## config.mk

```make
export PLATFORM = sky130hd
export DESIGN_NAME = pcm_fetch
export DESIGN_NICKNAME = d
export VERILOG_FILES = /design/src/rtl/pcm_fetch.sv
export SDC_FILE = /design/constraint.sdc
export NUM_CORES = 1
export LEC_CHECK = 0
export CORE_ASPECT_RATIO = 0.9
export CORE_MARGIN = 2
export CORE_UTILIZATION = 53
export CTS_CLUSTER_SIZE = 24
export DETAILED_ROUTE_END_ITERATION = 16
export HOLD_SLACK_MARGIN = 0.12
export PLACE_DENSITY = 0.83
export SYNTH_ARGS = -nofsm -noshare
export SYNTH_HDL_FRONTEND = slang
export SYNTH_SLANG_ARGS = --single-unit
```

## constraint.sdc

```tcl
create_clock -name clk_i -period 9.25 [get_ports clk_i]
set_input_delay 1.3875 -clock clk_i [delete_from_list [all_inputs] [get_ports clk_i]]
set_output_delay 1.3875 -clock clk_i [all_outputs]
set_load 0.05 [all_outputs]
```

## src/rtl/pcm_fetch.sv

```systemverilog
// pcm_fetch: prefetches 16-bit stereo PCM frames from byte-wide SRAM over
// Wishbone into a small FIFO and presents one frame per codec word-clock period.
module pcm_fetch #(
   parameter int ADDR_W     = 19,
   parameter int FIFO_AW    = 2,
   parameter int START_ADDR = 44
) (
   input  logic                clk_i,
   input  logic                rst_i,
   input  logic                start_i,
   input  logic                stop_i,
   input  logic                loop_i,
   input  logic [ADDR_W-1:0]   end_addr_i,
   input  logic                wclk_i,
   output logic                wb_cyc_o,
   output logic                wb_we_o,
   output logic [ADDR_W-1:0]   wb_adr_o,
   input  logic [7:0]          wb_dat_i,
   input  logic                wb_ack_i,
   output logic [15:0]         left_o,
   output logic [15:0]         right_o,
   output logic                busy_o,
   output logic                underrun_o,
   output logic [FIFO_AW:0]    level_o
);

   typedef enum logic [2:0] {IDLE, REQ, ACK, GAP, PUSH} state_t;

   localparam int DEPTH = 1 << FIFO_AW;
   localparam logic [ADDR_W:0] FIRST_END = (ADDR_W+1)'(START_ADDR + 4);

   state_t               state;
   logic [ADDR_W-1:0]    addr;
   logic [ADDR_W-1:0]    end_latched;
   logic [3:0][7:0]      slots;
   logic [2:0]           byte_cnt;
   logic                 discard;
   logic [31:0]          fifo_mem [DEPTH];
   logic [FIFO_AW-1:0]   wr_ptr;
   logic [FIFO_AW-1:0]   rd_ptr;
   logic                 wclk_s1, wclk_s2, wclk_d;

   logic rise, empty, full, past_end, no_data, fetch_done, push, pop;

   assign wb_we_o    = 1'b0;
   assign rise       = wclk_s2 & ~wclk_d;
   assign empty      = (level_o == '0);
   assign full       = (level_o == (FIFO_AW+1)'(DEPTH));
   assign past_end   = ({1'b0, addr} + (ADDR_W+1)'(4)) > {1'b0, end_latched};
   assign no_data    = {1'b0, end_latched} < FIRST_END;
   assign fetch_done = (state == IDLE) && past_end && !loop_i;
   assign push       = (state == PUSH);
   assign pop        = rise && busy_o && !empty;

   always_ff @(posedge clk_i or posedge rst_i) begin
      if (rst_i) begin
         wclk_s1 <= 1'b0;
         wclk_s2 <= 1'b0;
         wclk_d  <= 1'b0;
      end else begin
         wclk_s1 <= wclk_i;
         wclk_s2 <= wclk_s1;
         wclk_d  <= wclk_s2;
      end
   end

   // NOTE: FIFO storage has no reset; level_o alone decides which entries are valid.
   always_ff @(posedge clk_i) begin
      if (push) fifo_mem[wr_ptr] <= slots;
   end

   always_ff @(posedge clk_i or posedge rst_i) begin
      if (rst_i) begin
         state       <= IDLE;
         addr        <= '0;
         end_latched <= '0;
         slots       <= '0;
         byte_cnt    <= '0;
         discard     <= 1'b0;
         wb_cyc_o    <= 1'b0;
         wb_adr_o    <= '0;
         wr_ptr      <= '0;
         rd_ptr      <= '0;
         level_o     <= '0;
         left_o      <= '0;
         right_o     <= '0;
         busy_o      <= 1'b0;
         underrun_o  <= 1'b0;
      end else begin
         case (state)
            IDLE: if (busy_o) begin
               if (no_data) busy_o <= 1'b0;
               else if (past_end) begin
                  if (loop_i) addr <= ADDR_W'(START_ADDR);
               end else if (!full) state <= REQ;
            end
            REQ: begin
               wb_cyc_o <= 1'b1;
               wb_adr_o <= addr;
               state    <= ACK;
            end
            ACK: if (wb_ack_i) begin
               wb_cyc_o <= 1'b0;
               if (discard) begin
                  discard <= 1'b0;
                  state   <= IDLE;
               end else begin
                  slots[addr[1:0]] <= wb_dat_i;
                  addr     <= addr + 1'b1;
                  byte_cnt <= byte_cnt + 1'b1;
                  state    <= GAP;
               end
            end
            GAP:  state <= (byte_cnt == 3'd4) ? PUSH : REQ;
            PUSH: begin
               byte_cnt <= '0;
               state    <= IDLE;
            end
            default: state <= IDLE;
         endcase

         if (push) wr_ptr <= wr_ptr + 1'b1;
         if (pop)  rd_ptr <= rd_ptr + 1'b1;
         if (push && !pop)      level_o <= level_o + 1'b1;
         else if (pop && !push) level_o <= level_o - 1'b1;

         if (rise && busy_o) begin
            if (!empty) begin
               left_o  <= fifo_mem[rd_ptr][15:0];
               right_o <= fifo_mem[rd_ptr][31:16];
            end else begin
               left_o     <= '0;
               right_o    <= '0;
               underrun_o <= 1'b1;
               if (fetch_done) busy_o <= 1'b0;
            end
         end

         // NOTE: start/stop come last so their assignments override everything above.
         if (start_i || stop_i) begin
            wr_ptr   <= '0;
            rd_ptr   <= '0;
            level_o  <= '0;
            byte_cnt <= '0;
            if (state == ACK && !wb_ack_i) begin
               discard <= 1'b1;
            end else begin
               discard  <= 1'b0;
               wb_cyc_o <= 1'b0;
               state    <= IDLE;
            end
            if (stop_i) begin
               busy_o  <= 1'b0;
               left_o  <= '0;
               right_o <= '0;
            end else begin
               busy_o      <= 1'b1;
               underrun_o  <= 1'b0;
               end_latched <= end_addr_i;
               addr        <= ADDR_W'(START_ADDR);
            end
         end
      end
   end

endmodule

```

# Yosys cells after proc, flatten, opt, wreduce, memory -nomap -nowiden

Memory sizes are Yosys's and may differ from the RTL's.
Cells that the tools add are included.

RAM bits: 128
Logic and storage cells: 134
Memories: 1
Register bits: 141
Bits in latches: 0
Output and inout bits: 58
Memory bits (read-only): 0
Input port bits: 34

Memory list:

| name     | words | bits a word | rd ports | clocked after memory_dff | wr ports | RTL line | RTL |
|---|---|---|---|---|---|---|---|
| fifo_mem | 4     | 32          | 1        | 0                        | 1        | 38       | `logic [31:0] fifo_mem [DEPTH];` |

$lt $le $gt $ge: 4
$add $sub $neg: 7
Shifts and indexed selects: 0
Eq/ne operators: 8
Bitwise gates (word level): 4
Divide/modulo/power cells: 0
Reduce and logical (&&, ||, !) cells: 26
Mux-type cells: 63
Multiply operators: 0

Operator list:

| cell                                                         | number |
|---|---|
| 2-to-1 mux 19 bit                                            | 8 |
| 2-to-1 mux 16 bit                                            | 8 |
| 2-to-1 mux 3 bit                                             | 14 |
| case mux 19 bit (2 select lines)                             | 1 |
| bitwise mux 32 bit                                           | 1 |
| 2-to-1 mux 1 bit                                             | 21 |
| adder 19 x 3 -> 20 bit (second input constant)               | 1 |
| greater-than comparator 20 x 19 -> 1 bit                     | 1 |
| adder 19 x 1 -> 19 bit (second input constant)               | 1 |
| less-than comparator 19 x 6 -> 1 bit (second input constant) | 1 |
| demux 8 bit (select 2 bit)                                   | 1 |
| case mux 3 bit (4 select lines)                              | 1 |
| 2-to-1 mux 2 bit                                             | 5 |
| == test 3 bit (second input constant)                        | 3 |
| logical AND 1 bit                                            | 8 |
| 2-to-1 mux 8 bit                                             | 1 |
| nonzero test 2 bit                                           | 4 |
| adder 3 x 1 -> 3 bit (second input constant)                 | 2 |
| == test 3 x 2 -> 1 bit (second input constant)               | 2 |
| logical NOT 3 bit                                            | 2 |
| != test 3 bit (second input constant)                        | 2 |
| case mux 3 bit (2 select lines)                              | 1 |
| AND reduction 3 bit                                          | 2 |
| nonzero test 3 bit                                           | 2 |
| other kinds (11)                                             | 19 |

# Depth between registers and ports, before layout

Gate-level depths: netlist of run 1.

Depth after elaboration: 8
Mapped depth: 13

# Worst setup path after synthesis of run 1

OpenSTA, ideal clock, no wires.

Kind: register -> register
Start point: register addr[3]
End point: register addr[10]
Data required time: 9.116 ns
Path slack: 6.257 ns
Stages on the path, launching flop included: 13
Arrival time: 2.860 ns
Cell sequence: dfrtp_1 > ha_1 > nand3_1 > nor3_1 > xor2_1 > ha_1 > nand4_1 > or2_2 > a211oi_1 > a41oi_2 > buf_4 > nand3_1 > o22ai_2

Longest elaborated chain between the ends: 8
Elaborated cells on any way between the ends: 11

RTL lines:

| item                                     | RTL line | RTL |
|---|---|---|
| start, declared                          | 33       | `logic [ADDR_W-1:0] addr;` |
| start signal, assigned                   | 94       | `if (loop_i) addr <= ADDR_W'(START_ADDR);` |
| start signal, assigned                   | 109      | `addr <= addr + 1'b1;` |
| start signal, assigned                   | 160      | `addr <= ADDR_W'(START_ADDR);` |
| adder 19 x 3 -> 20 bit                   | 49       | `assign past_end = ({1'b0, addr} + (ADDR_W+1)'(4)) > {1'b0, end_latched};` |
| greater-than comparator 20 x 19 -> 1 bit | 49       |  |
| 2-to-1 mux 19 bit                        | 93       | `else if (past_end) begin` |
| 2-to-1 mux 19 bit                        | 92       | `if (no_data) busy_o <= 1'b0;` |
| 2-to-1 mux 19 bit                        | 91       | `IDLE: if (busy_o) begin` |
| case mux 19 bit (2 select lines) (*)     | 90       | `case (state)` |
| 2-to-1 mux 19 bit                        | 152      | `if (stop_i) begin` |
| 2-to-1 mux 19 bit (*)                    | 140      | `if (start_i \|\| stop_i) begin` |

Mark *: on every way between the ends. The rest lies on a longest branch, timed or not.
A chain may end at the register's enable or synchronous reset.

# Worst setup path after layout of run 1

Start point: register addr[3]
End point: register addr[4]

The elaborated chain is that of the path after synthesis.

==> results.txt, run 1 <==
RSZ-0062 raised after global routing = no
Mux cell area share after synthesis = 11.49%
Port Buf Inserts = 90
Placed wire-length estimate = 16300 um
Tightest Pin Transition = 1.089 ns
Sequential fraction of the synthesis area = 62.77%
Die height = 145.2 um
Total chip power = 2.715 mW
Synth Area in Adders = 3.473%
Max Slew Vio Count = 0
First-pass GRT wire length = 41570 um
Max Clock Freq = 264.3 MHz
Post-synthesis cell area = 0.01174 mm^2
Total CTS buffers = 27
Hold crit path type = flip-flop to flip-flop
Finished Layout Cells = 1235
Final nets = 989
Cells after synthesis = 846
Num ports = 92
Crit path cell chain = ha_1 -> nand3_1 -> nor3_1 -> xor2_1 -> ha_1 -> nand4_1 -> or2_2 -> a211oi_1 -> a41oi_2 -> nand3_1 -> o22ai_1
CP Launch Type = flip-flop
Final Setup Violations = 0
H-tree depth = 1
Cell depth of the worst flop-to-flop path = 11
DR DRC count = 0
Pre-CTS setup slack = 5.591 ns
Static leakage = 5.211 nW
Core outline area = 0.02170 mm^2
Die W = 160.9 um
ANT nets after route = 0
Net Count, Synth = 912
Fillcell total = 1506
Simple-Gate Fraction of Synth Area = 8.832%
Gpl congestion = 0.9350
Fin. Hold Viols = 0
CP peak stage delay = 0.53 ns
Footprint of the multi-input gates = 0.004001 mm^2
Wire per inst = 21.28 um
Initial DRC Count = 726
Commonest non-fill, non-tap cell in the layout = dfrtp_1
Via Count = 7350
Unique masters post-synth = 66
Setup repair bufs after CTS = 0
CP Data Arrival Time = 4.17 ns
Max Cap Viol = 0
Share of post-route cells with drive strength above 1 = 17.90%
Worst Clk Skew = 0.01110 ns
Reg-to-Reg Start = addr[3]
Power density over the cells = 195.8 mW/mm^2
Crit-path slowest cell = a41oi_2
Via density = 5.951
Ys async rst share = 52.42%
Clock transition at the registers of the reported paths = 0.06 ns
Pin count of the biggest net entering global routing = 80
GR Util All Layers = 22.75%
Diode count = 0
Total global routing overflow = 0
Capture point of the worst reg-to-reg path = addr[4]
Syn Area/Cell = 13.88 um^2
Synth Area in Compound Gates = 8.225%
Post-synth EDFFs = 128
Most common flop cell mapped by yosys = dfrtp_1
Max Buffers Root-to-Sink = 3
Setup TNS = 0 ns
FF/Latch Area = 0.007375 mm^2
Slew HR = 27.25%
Clk sinks = 269
Cts repair resizes = 0
Hold Startpoint = wclk_s1
Pre-antenna DRT Iters = 5
Area Growth Syn to Fin = 18.09%
Number of global-route vias before repair = 7384
R2R Setup Slk = 5.47 ns
Worst skew pair latency = 0.56 ns
WP data required = 9.63 ns
Fin crit period = 3.783 ns
Maximum VDD drop = 0.1363 mV
Final period utilization = 40.90%
#FFs+latches synth = 269
Worst Path Max Fanout = 15
CTS tree = done
CTS Root Cell = clkbuf_16
Main combinational cell family by area after synthesis = multiplexers
XOR/XNOR share of the synthesized area = 1.939%
Hold Path Sink = wclk_s2
Initial antenna violation count = 0
Worst Setup End Kind = flip-flop
Inst Count DP = 1185
Hold_buf cts = 0
Row cnt = 51
Commonest cells after routing, fill and taps aside = dfrtp_1, edfxtp_1, clkdlybuf4s50_1
YS warnings = 0
Hold depth = 0
Total die area = 0.02337 mm^2
CP Class = flip-flop to flip-flop
Initial Utilization = 54.13%
Final wirelength = 26280 um
Outcome = completed
Setup ws final = 5.467 ns
[flip-flops by register name, indices dropped and copies added (netlist names), 2 cells and up]
signal	count
fifo_mem	128
slots	32
addr	19
end_latched	19
wb_adr_o	19
left_o	16
right_o	16
byte_cnt	3
level_o	3
state	3
rd_ptr	2
wr_ptr	2
[synth_stat cells, drive strengths merged (18+ instances only)]
library cell	number	area share, %
nor2	72	2.3
xnor2	18	1.3
mux4	32	6.1
mux2	54	5.2
a22oi	40	2.6
clkbuf	35	1.1
dfrtp	141	30
o21ai	28	1.2
edfxtp	128	33
inv	34	1.1
ha	31	3.3
nand3	32	1.6
nand2	45	1.5
[area by class of cell]
type | count | share of cell area (%)
clock buffers | 30 | 4.953
clock inverters | 20 | 2.400
multi-input cells | 491 | 28.85
repair buffers | 100 | 7.037
flip-flops and latches | 269 | 53.18
well taps | 291 | 2.625
inverters | 34 | 0.9563
[report_power, final]
part           switching (mW)  internal, mW
clock network           0.477         0.765
logic                  0.0852        0.0532
registers              0.0333          1.30
[worst max-delay path by stage]
stage	cells past startpoint	slack, ns	from	end
final	11	5.47	addr[3]	addr[4]
after global placement	6	5.58	wb_ack_i	addr[2]
after CTS	11	5.53	addr[3]	addr[4]
after floorplan	1	4.08	rst_i	addr[0]
after detailed placement	6	5.59	wb_ack_i	addr[2]
after global routing	11	5.24	addr[3]	addr[4]
[worst max-delay path, delay by kind of cell (launching register included)]
family | cells | cell delay, ns
compound gates | 3 | 0.98
fa+ha+maj | 2 | 0.61
xor+xnor | 1 | 0.14
flops | 1 | 0.45
simple gates | 5 | 1.43
[kinds of logic (layout without fill, tap and decap cells)]
family          count (synthesis)  in the layout
other cells                     1              1
buf+inv                        86            184
flops                         269            269
fa+ha+maj                      32             32
compound gates                136            136
simple gates                  208            208
mux                            88             88
xor+xnor                       26             26
[stage by stage]
step | hold WS (ns) | utilization (%) | instance area, um^2
6_report | 0.3518 | 63.92 | 13870
5_1_grt | 0.3608 | 63.92 | 13870
4_1_cts | 0.3521 | 63.92 | 13870
3_5_place_dp | 0.3371 | 59.22 | 12850
3_3_place_gp | 0.3355 | 59.22 | 12850
2_1_floorplan | 0.3312 | - | 11740
[routing by layer]
metal  global-route usage, %  vias to the layer above  wire (um)
met5                       0                        -          0
met4                   6.384                        0        561
met3                   3.659                       52       1845
met2                   35.75                      303      12470
met1                   33.27                     3692      11410
li1                        -                     3303          -
No activity file was read; power rests on OpenSTA's default activity.
==> inputs of run 2 (changes only) <==
==> constraint.sdc (replaced) <==
create_clock -name clk_i -period 3.8 [get_ports clk_i]
set_input_delay 0.57 -clock clk_i [delete_from_list [all_inputs] [get_ports clk_i]]
set_output_delay 0.57 -clock clk_i [all_outputs]
set_load 0.05 [all_outputs]
==> run 2 against run 1 <==
Against the previous run: cell count increased by 0.81%; clock skew decreased by 0.00051 ns; via count increased by 1.1%; largest cell class unchanged; largest power group unchanged.
==> results.txt, run 2 (same netlist as run 1, synthesis figures left out) <==
Outcome = completed
WP data required = 4.26 ns
Share of post-route cells with drive strength above 1 = 18.34%
CTS Root Cell = clkbuf_16
Via Count = 7428
Die W = 160.9 um
Max Clock Freq = 278.7 MHz
Fillcell total = 1563
Initial antenna violation count = 0
Top flop regs = fifo_mem (128), slots (32)
Hold depth = 0
Worst Setup End Kind = flip-flop
Cell depth of the worst flop-to-flop path = 11
Reg-to-Reg Start = addr[4]
Commonest cells after routing, fill and taps aside = dfrtp_1, edfxtp_1, clkdlybuf4s50_1
Gpl congestion = 0.9397
RSZ-0062 raised after global routing = no
Max Slew Vio Count = 0
Worst Clk Skew = 0.01058 ns
FF/Latch Area = 0.007375 mm^2
Pre-CTS setup slack = 0.08308 ns
Port Buf Inserts = 90
Core outline area = 0.02170 mm^2
Sw Share = 22.58%
Tightest Pin Transition = 0.8874 ns
Setup repair bufs after CTS = 0
Fin crit period = 3.588 ns
CTS tree = done
Diode count = 0
Final period utilization = 94.41%
Static leakage = 5.211 nW
Largest reg by FF count = fifo_mem
Clk sinks = 269
Slew HR = 40.84%
Max reg flops = 128
Crit-path slowest cell = a41oi_4
GR Util All Layers = 22.71%
Num ports = 92
Total chip power = 6.293 mW
Total global routing overflow = 0
Crit path max-delay family = simple AND/OR/NAND/NOR gates
Sequential Power Share = 51.7%
Placed wire-length estimate = 16990 um
Pre-antenna DRT Iters = 5
Setup ws final = 0.2123 ns
DR DRC count = 0
Area Growth Syn to Fin = 18.21%
Clock transition at the registers of the reported paths = 0.06 ns
First-pass GRT wire length = 41610 um
Setup TNS = 0 ns
Combinational Power Share = 5.4%
Crit path cell chain = nand3_4 -> nor3_4 -> nand3_1 -> xnor2_1 -> ha_1 -> nand4_1 -> nor4_1 -> nor2_1 -> a41oi_4 -> nand3_1 -> o22ai_1
Final wirelength = 26210 um
Number of global-route vias before repair = 7494
Capture point of the worst reg-to-reg path = addr[11]
R2R Setup Slk = 0.21 ns
Via density = 5.966
CP Class = flip-flop to flip-flop
Maximum VDD drop = 0.3534 mV
Max Cap Viol = 0
Cts repair resizes = 0
Core Util, Final = 63.99%
Initial Utilization = 54.13%
Hold Startpoint = wclk_s1
Switching pwr = 1.421 mW
Row cnt = 51
Commonest non-fill, non-tap cell in the layout = dfrtp_1
CP Launch Type = flip-flop
Clock power share = 42.9%
Final Setup Violations = 0
CP peak stage delay = 0.56 ns
Die height = 145.2 um
Fin. Hold Viols = 0
Footprint of the multi-input gates = 0.004023 mm^2
Hold crit path type = flip-flop to flip-flop
Power density over the cells = 453.4 mW/mm^2
H-tree depth = 1
Hold_buf cts = 0
Final nets = 998
Initial DRC Count = 699
Wire per inst = 21.05 um
CP Buf/Inv Count = 0
CP Data Arrival Time = 4.05 ns
Worst skew pair latency = 0.55 ns
CP most frequent cell = nand3_1
Total die area = 0.02337 mm^2
Pint = 4.872 mW
Total CTS buffers = 28
Hold Path Sink = wclk_s2
Worst Path Max Fanout = 15
Pin count of the biggest net entering global routing = 55
ANT nets after route = 0
Max Buffers Root-to-Sink = 3
run 2: cell count changes in the layout (fill, tap and decap cells not counted), sizes merged:
| cell | change |
|---|---|
| clkinvlp | +1 |
| bufinv | -5 |
| clkinv | +3 |
| clkbuf | +4 |
| buf | +8 |
| inv | -1 |
run 2: area by class of cell:
type / count / area share, %
timing repair buffer: 108 / 7.733
clock buffer: 34 / 5.210
sequential: 269 / 53.12
tap: 291 / 2.623
clock inverter: 18 / 1.388
multi-input combinational: 491 / 28.98
inverter: 34 / 0.9464
run 2: how the worst max path moves through the flow:
stage                  from        to  slack [ns]  cells past startpoint
floorplan           addr[3]  addr[10]        0.81                     12
global placement    addr[3]  addr[10]        0.33                     11
detailed placement  addr[3]  addr[14]        0.08                     11
CTS                 addr[3]  addr[11]        0.07                     11
global route        addr[4]   addr[7]        0.04                     12
finish              addr[4]  addr[11]        0.21                     11
run 2: layer usage:
metal	routed length, um	part of all wire [%]	global-route usage (%)	vias up
li1	-	-	-	3316
met1	11160	43	33.02	3728
met2	12140	46	34.70	345
met3	2458	9.4	5.517	39
met4	456	1.7	5.938	0
met5	0	0	0	-
run 2: stage by stage:
stage	hold slack (ns)	std cells	instance area, um^2
3_3_place_gp	0.3350	1193	12940
4_1_cts	0.3524	1245	13860
5_1_grt	0.3707	1245	13880
3_5_place_dp	0.3373	1193	12940
2_1_floorplan	0.3312	846	11750
6_report	0.3511	1245	13880
run 2: power groups by stage:
stage	combinational (mW)	clock [mW]	sequential, mW
finish	0.341	2.70	3.25
global route	0.376	2.86	3.26
CTS	0.339	2.73	3.25
detailed placement	0.336	0	3.30
global placement	0.327	0	3.30
floorplan	0.201	0	3.29
